==> config.mk <==
export PLATFORM = sky130hd
export DESIGN_NAME = s_ocp_slave_bridge_flat
export DESIGN_NICKNAME = d
export VERILOG_FILES = /design/src/rtl/s_ocp_slave_bridge_pkg.sv /design/src/rtl/s_ocp_slave_bridge_if.sv /design/src/rtl/s_ocp_slave_bridge.sv /design/src/flat_wrapper.sv
export SDC_FILE = /design/constraint.sdc
export NUM_CORES = 1
export LEC_CHECK = 0
export CORE_ASPECT_RATIO = 0.6
export CORE_UTILIZATION = 46
export CTS_CLUSTER_DIAMETER = 200
export DETAILED_ROUTE_END_ITERATION = 7
export PLACE_DENSITY = 0.87
export SYNTH_ARGS = -nofsm -noshare
export SYNTH_HDL_FRONTEND = slang
export SYNTH_SLANG_ARGS = --single-unit
==> constraint.sdc <==
create_clock -name clk -period 5.9 [get_ports clk]
set_input_delay 1.77 -clock clk [delete_from_list [all_inputs] [get_ports clk]]
set_output_delay 1.77 -clock clk [all_outputs]
set_load 0.05 [all_outputs]
==> src/rtl/s_ocp_slave_bridge_pkg.sv <==
// Shared OCP definitions: command/response encodings and the responder state enum.
package ocp_pkg;

  localparam logic [2:0] OCP_CMD_IDLE  = 3'b000;
  localparam logic [2:0] OCP_CMD_WR    = 3'b001;
  localparam logic [2:0] OCP_CMD_RD    = 3'b010;

  localparam logic [1:0] OCP_RESP_NULL = 2'b00;
  localparam logic [1:0] OCP_RESP_DVA  = 2'b01;
  localparam logic [1:0] OCP_RESP_FAIL = 2'b10;
  localparam logic [1:0] OCP_RESP_ERR  = 2'b11;

  typedef enum logic [1:0] {
    SLV_IDLE   = 2'd0,
    SLV_ACCEPT = 2'd1,
    SLV_MEM    = 2'd2,
    SLV_RESP   = 2'd3
  } ocp_slv_state_t;

  // Only plain single-word writes and reads are executable commands.
  function automatic logic ocp_cmd_legal(input logic [2:0] cmd);
    return (cmd == OCP_CMD_WR) || (cmd == OCP_CMD_RD);
  endfunction

endpackage

==> src/rtl/s_ocp_slave_bridge_if.sv <==
// OCP link between an initiator (master) and a responder (slave).
interface ocp_if #(
  parameter int DATA_WIDTH = 32,
  parameter int ADDR_WIDTH = 5
);
  logic [2:0]            m_cmd;
  logic [ADDR_WIDTH-1:0] m_addr;
  logic [DATA_WIDTH-1:0] m_data;
  logic                  m_resp_accept;
  logic                  s_cmd_accept;
  logic [1:0]            s_resp;
  logic [DATA_WIDTH-1:0] s_data;

  modport master (
    output m_cmd, m_addr, m_data, m_resp_accept,
    input  s_cmd_accept, s_resp, s_data
  );

  modport slave (
    input  m_cmd, m_addr, m_data, m_resp_accept,
    output s_cmd_accept, s_resp, s_data
  );
endinterface

==> src/rtl/s_ocp_slave_bridge.sv <==
// OCP responder bridge: one OCP read/write at a time executed on a simple
// memory port with variable wait states. DVA on success, ERR on an illegal
// command or an address >= MEM_DEPTH. Optional memory wait limit is enabled
// by defining OCP_SLV_TIMEOUT_EN.
module s_ocp_slave_bridge
  import ocp_pkg::*;
#(
  parameter int DATA_WIDTH     = 32,
  parameter int ADDR_WIDTH     = 5,
  parameter int MEM_DEPTH      = 32,
  parameter int TIMEOUT_CYCLES = 16
) (
  input  logic                  clk,
  input  logic                  reset,
  input  logic                  enable,
  ocp_if.slave                  s_ocp,
  output logic                  mem_req,
  output logic                  mem_we,
  output logic [ADDR_WIDTH-1:0] mem_addr,
  output logic [DATA_WIDTH-1:0] mem_wdata,
  input  logic [DATA_WIDTH-1:0] mem_rdata,
  input  logic                  mem_ready,
  output logic                  busy,
  output logic [7:0]            err_count
);

  ocp_slv_state_t        r_state, w_state_nxt;
  logic [2:0]            r_cmd, w_cmd_nxt;
  logic [ADDR_WIDTH-1:0] r_addr, w_addr_nxt;
  logic [DATA_WIDTH-1:0] r_wdata, w_wdata_nxt;
  logic                  r_cmd_accept, w_cmd_accept_nxt;
  logic [1:0]            r_resp, w_resp_nxt;
  logic [DATA_WIDTH-1:0] r_sdata, w_sdata_nxt;
  logic                  r_mem_req, w_mem_req_nxt;
  logic                  r_mem_we, w_mem_we_nxt;
  logic [7:0]            r_err_count, w_err_count_nxt;
  logic                  w_cmd_ok;
  logic                  w_tmo;

  // A command is executed only if it is legal and addresses an existing word.
  assign w_cmd_ok = ocp_cmd_legal(r_cmd) && (32'(r_addr) < 32'(MEM_DEPTH));

`ifdef OCP_SLV_TIMEOUT_EN
  localparam int TMO_W = $clog2(TIMEOUT_CYCLES + 1);
  logic [TMO_W-1:0] r_tmo_cnt;

  // Expiry when this MEM cycle would be the TIMEOUT_CYCLES-th one without ready.
  assign w_tmo = ((r_tmo_cnt + TMO_W'(1)) == TMO_W'(TIMEOUT_CYCLES));

  // Count cycles spent in MEM; cleared when the access is launched.
  always_ff @(posedge clk or posedge reset) begin
    if (reset) begin
      r_tmo_cnt <= '0;
    end else if (enable) begin
      if (r_state == SLV_ACCEPT) begin
        r_tmo_cnt <= '0;
      end else if (r_state == SLV_MEM) begin
        r_tmo_cnt <= r_tmo_cnt + TMO_W'(1);
      end else begin
        r_tmo_cnt <= r_tmo_cnt;
      end
    end else begin
      r_tmo_cnt <= r_tmo_cnt;
    end
  end
`else
  // Without the wait limit the memory may stall indefinitely.
  assign w_tmo = 1'b0;
`endif

  // State register; enable low freezes the machine.
  always_ff @(posedge clk or posedge reset) begin
    if (reset) begin
      r_state <= SLV_IDLE;
    end else if (enable) begin
      r_state <= w_state_nxt;
    end else begin
      r_state <= r_state;
    end
  end

  // Next-state decision.
  always_comb begin
    w_state_nxt = r_state;
    case (r_state)
      SLV_IDLE: begin
        if (s_ocp.m_cmd != OCP_CMD_IDLE) w_state_nxt = SLV_ACCEPT;
        else                             w_state_nxt = SLV_IDLE;
      end
      SLV_ACCEPT: begin
        if (w_cmd_ok) w_state_nxt = SLV_MEM;
        else          w_state_nxt = SLV_RESP;
      end
      SLV_MEM: begin
        if (mem_ready || w_tmo) w_state_nxt = SLV_RESP;
        else                    w_state_nxt = SLV_MEM;
      end
      SLV_RESP: begin
        if (s_ocp.m_resp_accept) w_state_nxt = SLV_IDLE;
        else                     w_state_nxt = SLV_RESP;
      end
      default: w_state_nxt = SLV_IDLE;
    endcase
  end

  // Next values of the registered outputs; everything holds unless changed.
  always_comb begin
    w_cmd_nxt        = r_cmd;
    w_addr_nxt       = r_addr;
    w_wdata_nxt      = r_wdata;
    w_cmd_accept_nxt = r_cmd_accept;
    w_resp_nxt       = r_resp;
    w_sdata_nxt      = r_sdata;
    w_mem_req_nxt    = r_mem_req;
    w_mem_we_nxt     = r_mem_we;
    w_err_count_nxt  = r_err_count;
    case (r_state)
      SLV_IDLE: begin
        if (s_ocp.m_cmd != OCP_CMD_IDLE) begin
          w_cmd_nxt        = s_ocp.m_cmd;
          w_addr_nxt       = s_ocp.m_addr;
          w_wdata_nxt      = s_ocp.m_data;
          w_cmd_accept_nxt = 1'b1;
        end else begin
          w_cmd_accept_nxt = 1'b0;
        end
      end
      SLV_ACCEPT: begin
        w_cmd_accept_nxt = 1'b0;
        if (w_cmd_ok) begin
          w_mem_req_nxt = 1'b1;
          w_mem_we_nxt  = (r_cmd == OCP_CMD_WR);
        end else begin
          w_resp_nxt  = OCP_RESP_ERR;
          w_sdata_nxt = '0;
        end
      end
      SLV_MEM: begin
        // A ready in the expiry cycle still completes the access normally.
        if (mem_ready) begin
          w_mem_req_nxt = 1'b0;
          w_resp_nxt    = OCP_RESP_DVA;
          if (!r_mem_we) w_sdata_nxt = mem_rdata;
          else           w_sdata_nxt = r_sdata;
        end else if (w_tmo) begin
          w_mem_req_nxt = 1'b0;
          w_resp_nxt    = OCP_RESP_ERR;
          w_sdata_nxt   = '0;
        end else begin
          w_mem_req_nxt = 1'b1;
        end
      end
      SLV_RESP: begin
        if (s_ocp.m_resp_accept) begin
          w_resp_nxt = OCP_RESP_NULL;
          if ((r_resp == OCP_RESP_ERR) && (r_err_count != 8'hFF)) begin
            w_err_count_nxt = r_err_count + 8'd1;
          end else begin
            w_err_count_nxt = r_err_count;
          end
        end else begin
          w_resp_nxt = r_resp;
        end
      end
      default: begin
        w_cmd_accept_nxt = 1'b0;
        w_mem_req_nxt    = 1'b0;
        w_resp_nxt       = OCP_RESP_NULL;
      end
    endcase
  end

  // Output and command registers; enable low freezes them.
  always_ff @(posedge clk or posedge reset) begin
    if (reset) begin
      r_cmd        <= OCP_CMD_IDLE;
      r_addr       <= '0;
      r_wdata      <= '0;
      r_cmd_accept <= 1'b0;
      r_resp       <= OCP_RESP_NULL;
      r_sdata      <= '0;
      r_mem_req    <= 1'b0;
      r_mem_we     <= 1'b0;
      r_err_count  <= 8'd0;
    end else if (enable) begin
      r_cmd        <= w_cmd_nxt;
      r_addr       <= w_addr_nxt;
      r_wdata      <= w_wdata_nxt;
      r_cmd_accept <= w_cmd_accept_nxt;
      r_resp       <= w_resp_nxt;
      r_sdata      <= w_sdata_nxt;
      r_mem_req    <= w_mem_req_nxt;
      r_mem_we     <= w_mem_we_nxt;
      r_err_count  <= w_err_count_nxt;
    end else begin
      r_cmd        <= r_cmd;
      r_addr       <= r_addr;
      r_wdata      <= r_wdata;
      r_cmd_accept <= r_cmd_accept;
      r_resp       <= r_resp;
      r_sdata      <= r_sdata;
      r_mem_req    <= r_mem_req;
      r_mem_we     <= r_mem_we;
      r_err_count  <= r_err_count;
    end
  end

  assign s_ocp.s_cmd_accept = r_cmd_accept;
  assign s_ocp.s_resp       = r_resp;
  assign s_ocp.s_data       = r_sdata;
  assign mem_req            = r_mem_req;
  assign mem_we             = r_mem_we;
  assign mem_addr           = r_addr;
  assign mem_wdata          = r_wdata;
  assign err_count          = r_err_count;
  assign busy               = (r_state != SLV_IDLE);

endmodule

==> src/flat_wrapper.sv <==
// flat-port wrapper written by rule: the top's interface ports become plain ports
module s_ocp_slave_bridge_flat import ocp_pkg::*;
#(
  parameter int DATA_WIDTH     = 32,
  parameter int ADDR_WIDTH     = 5,
  parameter int MEM_DEPTH      = 32,
  parameter int TIMEOUT_CYCLES = 16
)
  (clk, reset, enable, mem_req, mem_we, mem_addr, mem_wdata, mem_rdata, mem_ready, busy, err_count, s_ocp_m_cmd, s_ocp_m_addr, s_ocp_m_data, s_ocp_m_resp_accept, s_ocp_s_cmd_accept, s_ocp_s_resp, s_ocp_s_data);
  ocp_if #(.DATA_WIDTH(DATA_WIDTH), .ADDR_WIDTH(ADDR_WIDTH)) s_ocp_i ();
  input  logic clk;
  input  logic reset;
  input  logic enable;
  output logic mem_req;
  output logic mem_we;
  output logic [ADDR_WIDTH-1:0] mem_addr;
  output logic [DATA_WIDTH-1:0] mem_wdata;
  input  logic [DATA_WIDTH-1:0] mem_rdata;
  input  logic mem_ready;
  output logic busy;
  output logic [7:0] err_count;
  input wire logic [$bits(s_ocp_i.m_cmd)-1:0] s_ocp_m_cmd;
  input wire logic [$bits(s_ocp_i.m_addr)-1:0] s_ocp_m_addr;
  input wire logic [$bits(s_ocp_i.m_data)-1:0] s_ocp_m_data;
  input wire logic [$bits(s_ocp_i.m_resp_accept)-1:0] s_ocp_m_resp_accept;
  output wire logic [$bits(s_ocp_i.s_cmd_accept)-1:0] s_ocp_s_cmd_accept;
  output wire logic [$bits(s_ocp_i.s_resp)-1:0] s_ocp_s_resp;
  output wire logic [$bits(s_ocp_i.s_data)-1:0] s_ocp_s_data;
  assign s_ocp_i.m_cmd = s_ocp_m_cmd;
  assign s_ocp_i.m_addr = s_ocp_m_addr;
  assign s_ocp_i.m_data = s_ocp_m_data;
  assign s_ocp_i.m_resp_accept = s_ocp_m_resp_accept;
  assign s_ocp_s_cmd_accept = s_ocp_i.s_cmd_accept;
  assign s_ocp_s_resp = s_ocp_i.s_resp;
  assign s_ocp_s_data = s_ocp_i.s_data;
  s_ocp_slave_bridge #(.DATA_WIDTH(DATA_WIDTH), .ADDR_WIDTH(ADDR_WIDTH), .MEM_DEPTH(MEM_DEPTH), .TIMEOUT_CYCLES(TIMEOUT_CYCLES)) u_core (.clk(clk), .reset(reset), .enable(enable), .s_ocp(s_ocp_i), .mem_req(mem_req), .mem_we(mem_we), .mem_addr(mem_addr), .mem_wdata(mem_wdata), .mem_rdata(mem_rdata), .mem_ready(mem_ready), .busy(busy), .err_count(err_count));
endmodule
==> results.md, run 1 <==
- Run status: complete, no violations
- Worst R2R Setup Slack: 3.41 ns
- DR WL/cell: 14.9 um
- Overflow after GRT: 0
- Seq/Total Area, Yosys: 57.8%
- Max Cap Violations: 0
- DR DRC count: 0
- Yosys cell types: 35
- Synth warn: 0
- First-pass GRT wire length: 13.9 mm
- Vias/cell: 4.85
- Setup TNS: 0 ns
- Top-Level Pins: 160
- Slew headroom: 21.1%
- Setup violators final: 0
- Top post-synthesis cells by area: dfrtp_1, mux2_2, mux2i_1
- Overall routing resource usage: 21.2%
- Power, Total: 0.00356 W
- Number of global-route vias before repair: 2788
- FF-to-FF End: u_core.s_ocp.s_data[22]
- Measured slew at the worst slew-check pin: 1.18 ns
- Pwr/cell area: 628 nW/um^2
- Clock Sinks: 87
- Fin Clk Skew: 0.00283 ns
- VDD IR max: 381 uV
- Cell taking the most area after synthesis: dfrtp_1
- Ratio of cells with drive above 1 in the final layout: 14.1%
- Die span in x: 119 um
- Cells on worst reg2reg path: 5
- DRT Wirelength: 8.70 mm
- CP required: 4.13 ns
- Final #Nets: 550
- Antenna violations before repair: 0
- Fillers: 542
- DP HPWL: 6.32 mm
- Clock buffer depth: 2
- Critical path arrival: 1.94 ns
- Htree depth: 3
- Hold Crit Start: u_core.mem_wdata[18]
- Antenna-violating nets left: 0
- Row count: 25
- First drt pass iteration count: 5
- Via count: 2828
- Syn Area/Cell: 12.1 sq um
- Area grow syn2layout: 50.7%
- Routability cong.: 0.809
- Post-synthesis cell count: 312
- Final period utilization: 62.9%
- Post-CTS sizing: 0
- Worst Setup Start Kind: flop
- Clock Latency Late Sink: 0.33 ns
- Crit. End Element: primary output
- Maximum number of pins on one net before global-route repair: 56
- Critical R2R Launch: u_core.r_state[1]
- CTS buffer count: 9
- Die Y: 72.1 um
- Post-CTS Setup Bufs: 0
- Post-CTS Hold Fix Bufs: 0
- Highest net fanout along the worst path: 15
- Hold depth: 1
- Post-Syn Area: 3760 sq um
- Max Slew Vio Count: 0
- CORE AREA: 7910 sq um
- Initial core utilization: 47.6%
- Most frequent cells in the layout: clkdlybuf4s50_1, dfrtp_1, mux2_2, nand2_1, inv_1
- RSZ-0062 raised after global routing: false
- Clock transition at path regs: 0.06 ns
- Commonest non-fill, non-tap cell in the layout: clkdlybuf4s50_1
- Clock root cell: clkbuf_16
- N_diodes: 0
- Worst hold path class: reg -> reg
- PortBufs: 159
- Final hold vios: 0
- Initial DRC Count: 176
- Synth top area share: 57.8%
- Highest Clock Rate: 269 MHz
- P_leak: 2.38 nW
- Period minus WS final: 3.71 ns
- FF+latch count, synth: 87
- Syn nets: 390
- Die area: 8560 sq um
- CTS tree: built
- Critical path class: reg -> out
- WHS Endpoint: u_core.mem_wdata[18]
[how the worst max path moves through the flow]
stage                                    to  cells after the start  slack (ns)               from
finish                                 busy                      2        2.19  u_core.r_state[1]
global placement    u_core.s_ocp.s_data[22]                      5        1.98          mem_ready
detailed placement  u_core.s_ocp.s_data[22]                      5        1.90             enable
global route        u_core.s_ocp.s_data[22]                      5        2.10             enable
floorplan               u_core.err_count[0]                      1        1.88              reset
CTS                                    busy                      2        2.17  u_core.r_state[1]
[metrics by stage]
stage                     hold slack, ns  worst slack [ns]  utilization, %  cells  cell area [sq um]
after detailed placement           0.494              1.90            68.5    569               5420
final                              0.504              2.19            71.7    583               5670
after global routing               0.528              2.10            71.7    583               5670
after CTS                          0.507              2.17            71.7    583               5670
after global placement             0.489              1.98            68.5    569               5420
after floorplan                    0.501              1.88               -    312               3760
[cell families (layout without fill, tap and decap cells)]
logic type,Yosys count,in the layout,synth area share (%)
mux,79,79,22.5
xor+xnor,3,3,0.698
fa+ha+maj,1,1,0.332
flops,87,87,57.8
compound gates,21,21,3.36
simple gates,70,70,8.81
buf+inv,51,214,6.45
[where the power goes]
| group | total [W] | leakage (nW) | switching (W) | internal (W) |
|---|---|---|---|---|
| registers | 0.00104 | 1.10 | 0.000173 | 0.000867 |
| clock network | 0.000489 | 0.127 | 0.000212 | 0.000277 |
| logic | 0.00203 | 1.15 | 0.00130 | 0.000734 |
| total | 0.00356 | 2.38 | 0.00168 | 0.00188 |
[registers in the layout, indices dropped and copies added, names as in the netlist]
register / count
u_core.mem_addr: 5
u_core.s_ocp.s_resp: 2
u_core.mem_wdata: 32
u_core.mem_req: 1
u_core.r_state: 2
u_core.err_count: 8
u_core.s_ocp.s_data: 32
u_core.mem_we: 1
u_core.r_cmd: 3
u_core.s_ocp.s_cmd_accept: 1
[cell usage after synthesis (all sizes together)]
master and instances:
or2 3, mux2 45, nor3 4, ha 1, buf 9, and3 1, nor2 7, a31oi 1
nand4 2, xor2 1, a221o 1, xnor2 2, mux2i 34, and2 1, nand3b 1, clkbuf 5
nand4b 1, nand2b 3, dfrtp 87, o22ai 1, o21a 1, nand2 39, nor2b 2, nor3b 1
a21oi 8, nand3 5, o21ai 9, inv 37
[worst max-delay path: stages, from the launching register on]
cell             delay, ns
dfrtp_1               0.62
or2_2                 0.19
clkdlybuf4s50_1       0.80
[area by class of cell]
| class | instances | area (sq um) | area share (%) |
|---|---|---|---|
| clock inverter | 5 | 27.5 | 0.485 |
| timing repair buffer | 163 | 1620 | 28.6 |
| multi-input combinational | 174 | 1350 | 23.7 |
| sequential | 87 | 2180 | 38.4 |
| tap | 108 | 135 | 2.38 |
| inverter | 37 | 140 | 2.47 |
| clock buffer | 9 | 225 | 3.97 |
[per-layer routing]
metal  track usage (%)  up-vias  part of all wire, %
li1                  -     1349                    -
met1              28.1     1370                   45
met2              33.8      101                   47
met3              7.00        8                  6.8
met4              6.05        0                 0.85
met5                 0        -                    0
Power figures use the tool's default switching activity.
==> inputs of run 2 (changes only) <==
Settings changed: CORE_UTILIZATION 46 to 43, PLACE_DENSITY 0.87 to 0.82.
Clock period 5.9 ns to 3.8 ns, I/O delays scaled along.
==> run 2 against run 1 <==
- final area is 1.3% higher
- flip-flop and latch count stayed put
- critical path type unchanged
- largest power group unchanged
- largest cell class unchanged
- clock power up 80%
==> results.md, run 2 (synthesized netlist as in run 1, its figures left out) <==
- Run status: complete, no violations
- Vias/cell: 4.76
- Slowest cell on crit path: clkdlybuf4s50_1
- Worst hold path class: reg -> reg
- VDD IR max: 531 uV
- RSZ-0062 raised after global routing: false
- Worst R2R Setup Slack: 1.84 ns
- Clock root cell: clkbuf_16
- Worst hold slack: 0.508 ns
- Via count: 2803
- Routability cong.: 0.826
- Final period utilization: 81.1%
- Placement-stage cell area: 5440 sq um
- CTS buffer count: 9
- Final hold vios: 0
- Worst Setup Start Kind: flop
- Critical path arrival: 1.94 ns
- Critical R2R Launch: u_core.r_state[1]
- Crit path max-delay family: buffers and inverters
- Top-Level Pins: 160
- Post-CTS Setup Bufs: 0
- Htree depth: 3
- Highest Clock Rate: 325 MHz
- Final #Nets: 550
- Period minus WS final: 3.08 ns
- Row count: 26
- Fin Clk Skew: 0.00594 ns
- N_diodes: 0
- CORE AREA: 8490 sq um
- Setup TNS: 0 ns
- Initial core utilization: 44.3%
- Clock buffer depth: 2
- DR DRC count: 0
- Overflow after GRT: 0
- CP required: 2.66 ns
- Source of the critical timing path: u_core.r_state[1]
- Area of the multi-input gates: 1350 sq um
- DP HPWL: 6.30 mm
- Maximum number of pins on one net before global-route repair: 52
- Register Area: 2180 sq um
- Setup violators final: 0
- Power, Total: 0.00566 W
- Max stage delay on crit path: 0.80 ns
- P_leak: 2.39 nW
- Slew headroom: 57.9%
- Initial DRC Count: 130
- Die area: 9140 sq um
- PortBufs: 159
- Highest net fanout along the worst path: 15
- Measured slew at the worst slew-check pin: 0.631 ns
- Clock Latency Late Sink: 0.33 ns
- Antenna violations before repair: 0
- Hold Crit Start: u_core.mem_wdata[20]
- Design Area, Final: 5750 sq um
- Pwr/cell area: 985 nW/um^2
- Fillers: 615
- Die span in x: 123 um
- Commonest non-fill, non-tap cell in the layout: clkdlybuf4s50_1
- Overall routing resource usage: 19.4%
- Die Y: 74.5 um
- Crit. End Element: primary output
- Ratio of cells with drive above 1 in the final layout: 14.5%
- Most frequent cells in the layout: clkdlybuf4s50_1, dfrtp_1, mux2_2, nand2_1, inv_1
- Number of global-route vias before repair: 2688
- Clock Sinks: 87
- Worst path cell trace: or2_2 > clkdlybuf4s50_1
- Clock transition at path regs: 0.06 ns
- DRT Wirelength: 8.76 mm
- Antenna-violating nets left: 0
- Max Slew Vio Count: 0
- First-pass GRT wire length: 13.4 mm
- Post-CTS Hold Fix Bufs: 0
- Post-CTS sizing: 0
- DR WL/cell: 14.9 um
- Max Cap Violations: 0
- Area grow syn2layout: 52.7%
- Crit path buffers/inverters: 1
- First drt pass iteration count: 4
- Critical path class: reg -> out
- CTS tree: built
## run 2: power breakdown
group	switching, W	internal (W)	total [W]
Sequential	0.000277	0.00135	0.00162
Clock	0.000350	0.000529	0.000879
Combinational	0.00202	0.00114	0.00316
## run 2: area by class of cell
cell class / instances / share of cell area, %
Multi-Input combinational cell: 174 / 23.4
Clock inverter: 6 / 1.22
Timing Repair Buffer: 163 / 28.4
Sequential cell: 87 / 37.9
Clock buffer: 10 / 4.16
Inverter: 37 / 2.44
Tap cell: 112 / 2.44
## run 2: path summary, 6_finish.rpt
check	endpoint	depth (start not counted)
worst min-delay path	u_core.mem_wdata[20]	1
max in group asynchronous	u_core.mem_wdata[11]	3
min in group asynchronous	u_core.mem_wdata[25]	2
worst max register to register	u_core.s_ocp.s_data[5]	5
worst max-delay path	busy	2
worst min register to register	u_core.mem_wdata[20]	1
## run 2: metal layers
layer  vias to the layer above  GRT usage (%)  routed length (um)
met2                        88           30.5                4040
met5                         -              0                   0
met3                         8           6.52                 611
met4                         0           5.69                  76
met1                      1357           25.7                4030
li1                       1350              -                   -
## run 2: per-stage QoR
stage          cells  worst slack, ns  util [%]
2_1_floorplan    312            0.410         -
3_3_place_gp     573            0.817      64.0
3_5_place_dp     573            0.754      64.0
4_1_cts          589            0.695      67.7
5_1_grt          589            0.624      67.7
6_report         589            0.718      67.7
## run 2: worst register-to-register path, cell delays in order, from the launching register on
cell	delay (ns)
dfrtp_1	0.62
nor2b_2	0.26
nand3b_2	0.11
a21oi_4	0.12
buf_4	0.46
mux2i_1	0.31
==> RTL edit 1 (flow settings as in run 2) <==
Register the output `err_count` once more, without a reset; this adds one clock of latency there. The other outputs are not delayed to match.
--- a/src/rtl/s_ocp_slave_bridge.sv
+++ b/src/rtl/s_ocp_slave_bridge.sv
@@ -212,7 +212,9 @@
   assign mem_we             = r_mem_we;
   assign mem_addr           = r_addr;
   assign mem_wdata          = r_wdata;
-  assign err_count          = r_err_count;
+  always_ff @(posedge clk) begin
+    err_count <= r_err_count;
+  end
   assign busy               = (r_state != SLV_IDLE);
 
 endmodule
Formal check against the unedited RTL: not equivalent (a bounded check fails within 4 cycles, from zero or initial values and one cycle with reset high).
==> RTL edit 1 against run 2 <==
Non-clock buffer count is 1 higher. Critical path depth stayed put. The flow now finishes with violations (DRC). Highest routed layer unchanged. Wire length is 4.3% higher. Register-to-register slack worse by 0.28 ns. Power is 3.8% lower. Combinational power is 10% lower. Final area is 3.2% higher. Via count is 2.1% higher. Area after synthesis is 3.6% higher. Sequential share of layout area is 1.5 points higher. Critical path type unchanged. Clock power is 9.7% higher. Sequential cell count is 8 higher. Die area is 3.5% higher. Setup slack worse by 0.074 ns.
==> RTL edit 1: results <==
[logic_synthesis]
async_flop_share_pct = 91.6
synthFlopType = "dfrtp_1"
yosysUniqueCellTypes = 41
syn_nets = 390
ys_seq_area_share_pct = 60.0
yosys-top-cells-count = "dfrtp_1, nand2_1, inv_1"
netlist_top_cells_area = "dfrtp_1, mux2_2, mux2i_1, dfxtp_1, nand2_1"
postSynthCellCount = 312
yosysWarningCount = 0

[global_routing]
track_usage_pct = 20.5
gr-total-overflow = 0
grt_pass1_wl_mm = 14.8
grt_max_degree = 46
antenna_found_initial = 0
grt_pass1_vias = 2989

[finish]
drive_gt1_share_pct = 12.7
fin_nets = 552
n_antenna_cell = 0
n_fill_cell = 620

[sta]
skew_ns = 0.00440
max_slew.worst_pin.slew_ns = 1.27
tns_ns = 0

[routing]
dr.pass1.iters = 6
drt-total-wl_mm = 9.14
drcViolationCount = 20
viasPerCell = 4.84
vias = 2861
first_iter_violations = 151

[clock_network]
cts_buffers = 9
cts_root_buf = "clkbuf_16"
clock_latency_ns = 0.33
cts_resized = 0
post_cts_buffers = 0
path_clk_slew_ns = 0.06
clockBufferDepth = 2
ctsHtreeMaxLevel = 3

[place]
placed_cells = 575
portBuffers = 159
dp.final_hpwl_mm = 6.90
gpl.final_weighted_congestion = 0.814
dpl_worst_slack_ns = 0.623

[power_and_ir_drop]
ir_drop_v = 0.000579
leakagePower_nw = 2.48

[run_status]
violations = "DRC"
status = "finished, violations left"

[worst_hold_path]
hold_class = "register to register"

[critical_path]
critPathTopFamily = "buffers and inverters"
slowest_delay_ns = 0.82
cp.arrival_ns = 2.02
cp_max_fo = 14
crit_slowest_cell = "clkdlybuf4s50_1"
[RTL edit 1: cell count changes after synthesis, sizes merged, moves of 2 or more]
| cell | change |
|---|---|
| nand4 | +2 |
| or2 | -2 |
| mux2 | -3 |
| a31o | +3 |
| nor2 | -2 |
| a22o | +2 |
| and3 | +2 |
| a21oi | -7 |
| dfxtp | +8 |
| o21ai | -4 |
| nor3 | -3 |
| o32ai | +2 |
[RTL edit 1: cell families (layout without fill, tap and decap cells)]
logic type / after synthesis / count (layout) / share of synthesized area, %
AO/OA/AOI/OAI: 21 / 21 / 4.59
AND/OR/NAND/NOR: 65 / 65 / 7.64
adder cells (fa/ha/maj): 1 / 1 / 0.321
XOR/XNOR: 4 / 4 / 0.899
multiplexers: 75 / 75 / 20.6
flip-flops: 95 / 95 / 60.0
buffers and inverters: 51 / 218 / 5.97
[RTL edit 1: where the power goes]
group | leakage [nW] | switching (mW) | total [mW] | internal, mW
clock | 0.160 | 0.352 | 0.964 | 0.612
sequential | 1.16 | 0.252 | 1.65 | 1.39
combinational | 1.16 | 1.82 | 2.83 | 1.02
total | 2.48 | 2.42 | 5.44 | 3.02
[RTL edit 1: worst reg2reg max path: cells and delay by family (launching register included)]
family / cells / cell delay, ns
buf+inv: 1 / 0.14
flops: 1 / 0.66
mux: 1 / 0.20
simple gates: 2 / 1.16
[RTL edit 1: path summary, 6_finish.rpt]
| kind | cells after the start | from | endpoint | slack, ns |
|---|---|---|---|---|
| worst max-delay path | 2 | u_core.r_state[1] | busy | 0.64 |
| worst min-delay path | 0 | u_core.r_err_count[5] | u_core.err_count[5] | 0.40 |
| worst max register to register | 4 | u_core.r_state[1] | u_core.s_ocp.s_data[14] | 1.56 |
| worst min register to register | 0 | u_core.r_err_count[5] | u_core.err_count[5] | 0.40 |
| max in group asynchronous | 3 | reset | u_core.mem_wdata[1] | 1.79 |
| min in group asynchronous | 2 | reset | u_core.mem_wdata[23] | 1.24 |
[RTL edit 1: layout make-up]
cell class	count	area, um2	share of cell area (%)
inverter	38	144	2.43
multi-input combinational	166	1330	22.4
timing repair buffer	164	1650	27.9
clock buffer	13	260	4.39
clock inverter	3	65.1	1.10
tap	112	140	2.36
sequential	95	2340	39.4
[RTL edit 1: metal layers]
layer | track usage, % | up-vias | wire length [um]
met2 | 33.7 | 117 | 4260
li1 | - | 1368 | -
met3 | 9.41 | 9 | 939
met4 | 6.50 | 0 | 93
met5 | 0 | - | 0
met1 | 24.6 | 1367 | 3850
[RTL edit 1: per-stage QoR]
step	hold WS, ns	cell area (um2)
floorplan	0.361	3900
global placement	0.393	5610
CTS	0.397	5930
global route	0.426	5930
finish	0.402	5930
detailed placement	0.383	5610
==> RTL edit 2 (settings of run 2) <==
Made on the original files. `ADDR_WIDTH` is set to 5 in 3 places; all go to 6.
--- a/src/rtl/s_ocp_slave_bridge_if.sv
+++ b/src/rtl/s_ocp_slave_bridge_if.sv
@@ -1,7 +1,7 @@
 // OCP link between an initiator (master) and a responder (slave).
 interface ocp_if #(
   parameter int DATA_WIDTH = 32,
-  parameter int ADDR_WIDTH = 5
+  parameter int ADDR_WIDTH = 6
 );
   logic [2:0]            m_cmd;
   logic [ADDR_WIDTH-1:0] m_addr;
--- a/src/rtl/s_ocp_slave_bridge.sv
+++ b/src/rtl/s_ocp_slave_bridge.sv
@@ -6,7 +6,7 @@
   import ocp_pkg::*;
 #(
   parameter int DATA_WIDTH     = 32,
-  parameter int ADDR_WIDTH     = 5,
+  parameter int ADDR_WIDTH     = 6,
   parameter int MEM_DEPTH      = 32,
   parameter int TIMEOUT_CYCLES = 16
 ) (
--- a/src/flat_wrapper.sv
+++ b/src/flat_wrapper.sv
@@ -2,7 +2,7 @@
 module s_ocp_slave_bridge_flat import ocp_pkg::*;
 #(
   parameter int DATA_WIDTH     = 32,
-  parameter int ADDR_WIDTH     = 5,
+  parameter int ADDR_WIDTH     = 6,
   parameter int MEM_DEPTH      = 32,
   parameter int TIMEOUT_CYCLES = 16
 )
Interface: changed (resized mem_addr and s_ocp_m_addr); port bits go from 160 to 162. No check against the original RTL was run, so the function may have changed too.
==> RTL edit 2 against run 2 <==
Via count shrank 4.8%. First-iteration DRC count shrank 18%. Wire length grew 1.8%. Setup slack lost 0.17 ns. Final area shrank 2.5%. Count of clock-buffer cells in the layout grew 1. Fmax shrank 5.2%. Power grew 2.2%. Critical path depth is the same. Sequential cell count grew 1. Area after synthesis shrank 6.8%.
==> RTL edit 2: results <==
[place]
dp.final_hpwl_mm = 6.53
portBuffers = 161
gpl.final_weighted_congestion = 0.782

[global_routing]
grt_pass1_wl_mm = 14.5
track_usage_pct = 22.5
grt_pass1_vias = 2899
grt_max_degree = 51

[logic_synthesis]
synth_xor_area_share_pct = 0.749
synth_compound_area_share_pct = 11.3
synthMuxAreaShare_pct = 16.0
synth_fa_ha_area_share_pct = 0.357
yosys-top-cells-count = "dfrtp_1, mux2_2, a22o_1"
syn_nets = 327

[routing]
vias = 2669
drt-total-wl_mm = 8.92
first_iter_violations = 106

[sta]
skew_ns = 0.00857
slew_headroom_pct = 53.5

[critical_path]
cp.arrival_ns = 2.11
ff2ff_setup_slack_ns = 1.66
cp_max_fo = 18

[power_and_ir_drop]
ir_drop_v = 0.000769

[finish]
drive_gt1_share_pct = 16.9
fin_nets = 489

[run_status]
status = "finished, final reports clean"
==> RTL edit 2: cell count changes after synthesis, moves of 4 or more <==
cell | before | now
inv_1 | 37 | 4
a22o_1 | 0 | 32
mux2i_1 | 34 | 2
nand2_1 | 39 | 10
a21oi_1 | 7 | 3
==> RTL edit 2: worst max-delay path: stages, from the launching register on <==
cell	delay, ns
dfrtp_1	0.78
or2_2	0.22
clkdlybuf4s50_1	0.79
==> RTL edit 2: kinds of logic after synthesis <==
logic type / after synthesis
XOR/XNOR: 3
adder cells (fa/ha/maj): 1
buffers and inverters: 19
AND/OR/NAND/NOR: 36
multiplexers: 50
AO/OA/AOI/OAI: 51
flip-flops: 88
==> RTL edit 2: area by class of cell <==
class                           instances  area (um2)
Sequential cell                        88        2200
Timing Repair Buffer                  166        1670
Multi-Input combinational cell        141        1220
Inverter                                4        16.3
Fill cell                             546        2280
Tap cell                              108         135
Clock inverter                          5         103
Clock buffer                           11         253
==> RTL edit 2: layer usage <==
layer  global-route usage, %  vias to the layer above  routed length [um]
met3                    11.2                       17                 963
met5                       0                        -                   0
met2                    34.3                      114                4050
li1                        -                     1228                   -
met1                    27.9                     1310                3750
met4                    8.30                        0                 159
==> RTL edit 2: where the power goes <==
group	internal [mW]	switching [mW]
clock	0.677	0.353
combinational	1.14	1.94
sequential	1.37	0.306
total	3.18	2.60
==> RTL edit 2: worst paths after layout <==
check,from,end,cells after the start
setup / recovery,u_core.r_state[0],busy,2
setup reg to reg,u_core.r_state[0],u_core.s_ocp.s_data[18],4
hold / removal,u_core.mem_addr[1],u_core.mem_addr[1],1
min in group asynchronous,reset,u_core.mem_wdata[21],2
hold reg to reg,u_core.mem_addr[1],u_core.mem_addr[1],1
max in group asynchronous,reset,u_core.s_ocp.s_data[26],3
==> RTL edit 2: metrics by stage <==
| stage | std cells | power (mW) | setup slack, ns | area [um2] | hold WS [ns] |
|---|---|---|---|---|---|
| floorplan | 248 | 3.66 | 0.381 | 3510 | 0.482 |
| global placement | 507 | 4.70 | 0.624 | 5250 | 0.461 |
| detailed placement | 507 | 4.77 | 0.550 | 5250 | 0.482 |
| CTS | 523 | 5.83 | 0.550 | 5600 | 0.496 |
| global route | 523 | 6.02 | 0.480 | 5600 | 0.518 |
| finish | 523 | 5.78 | 0.549 | 5600 | 0.487 |
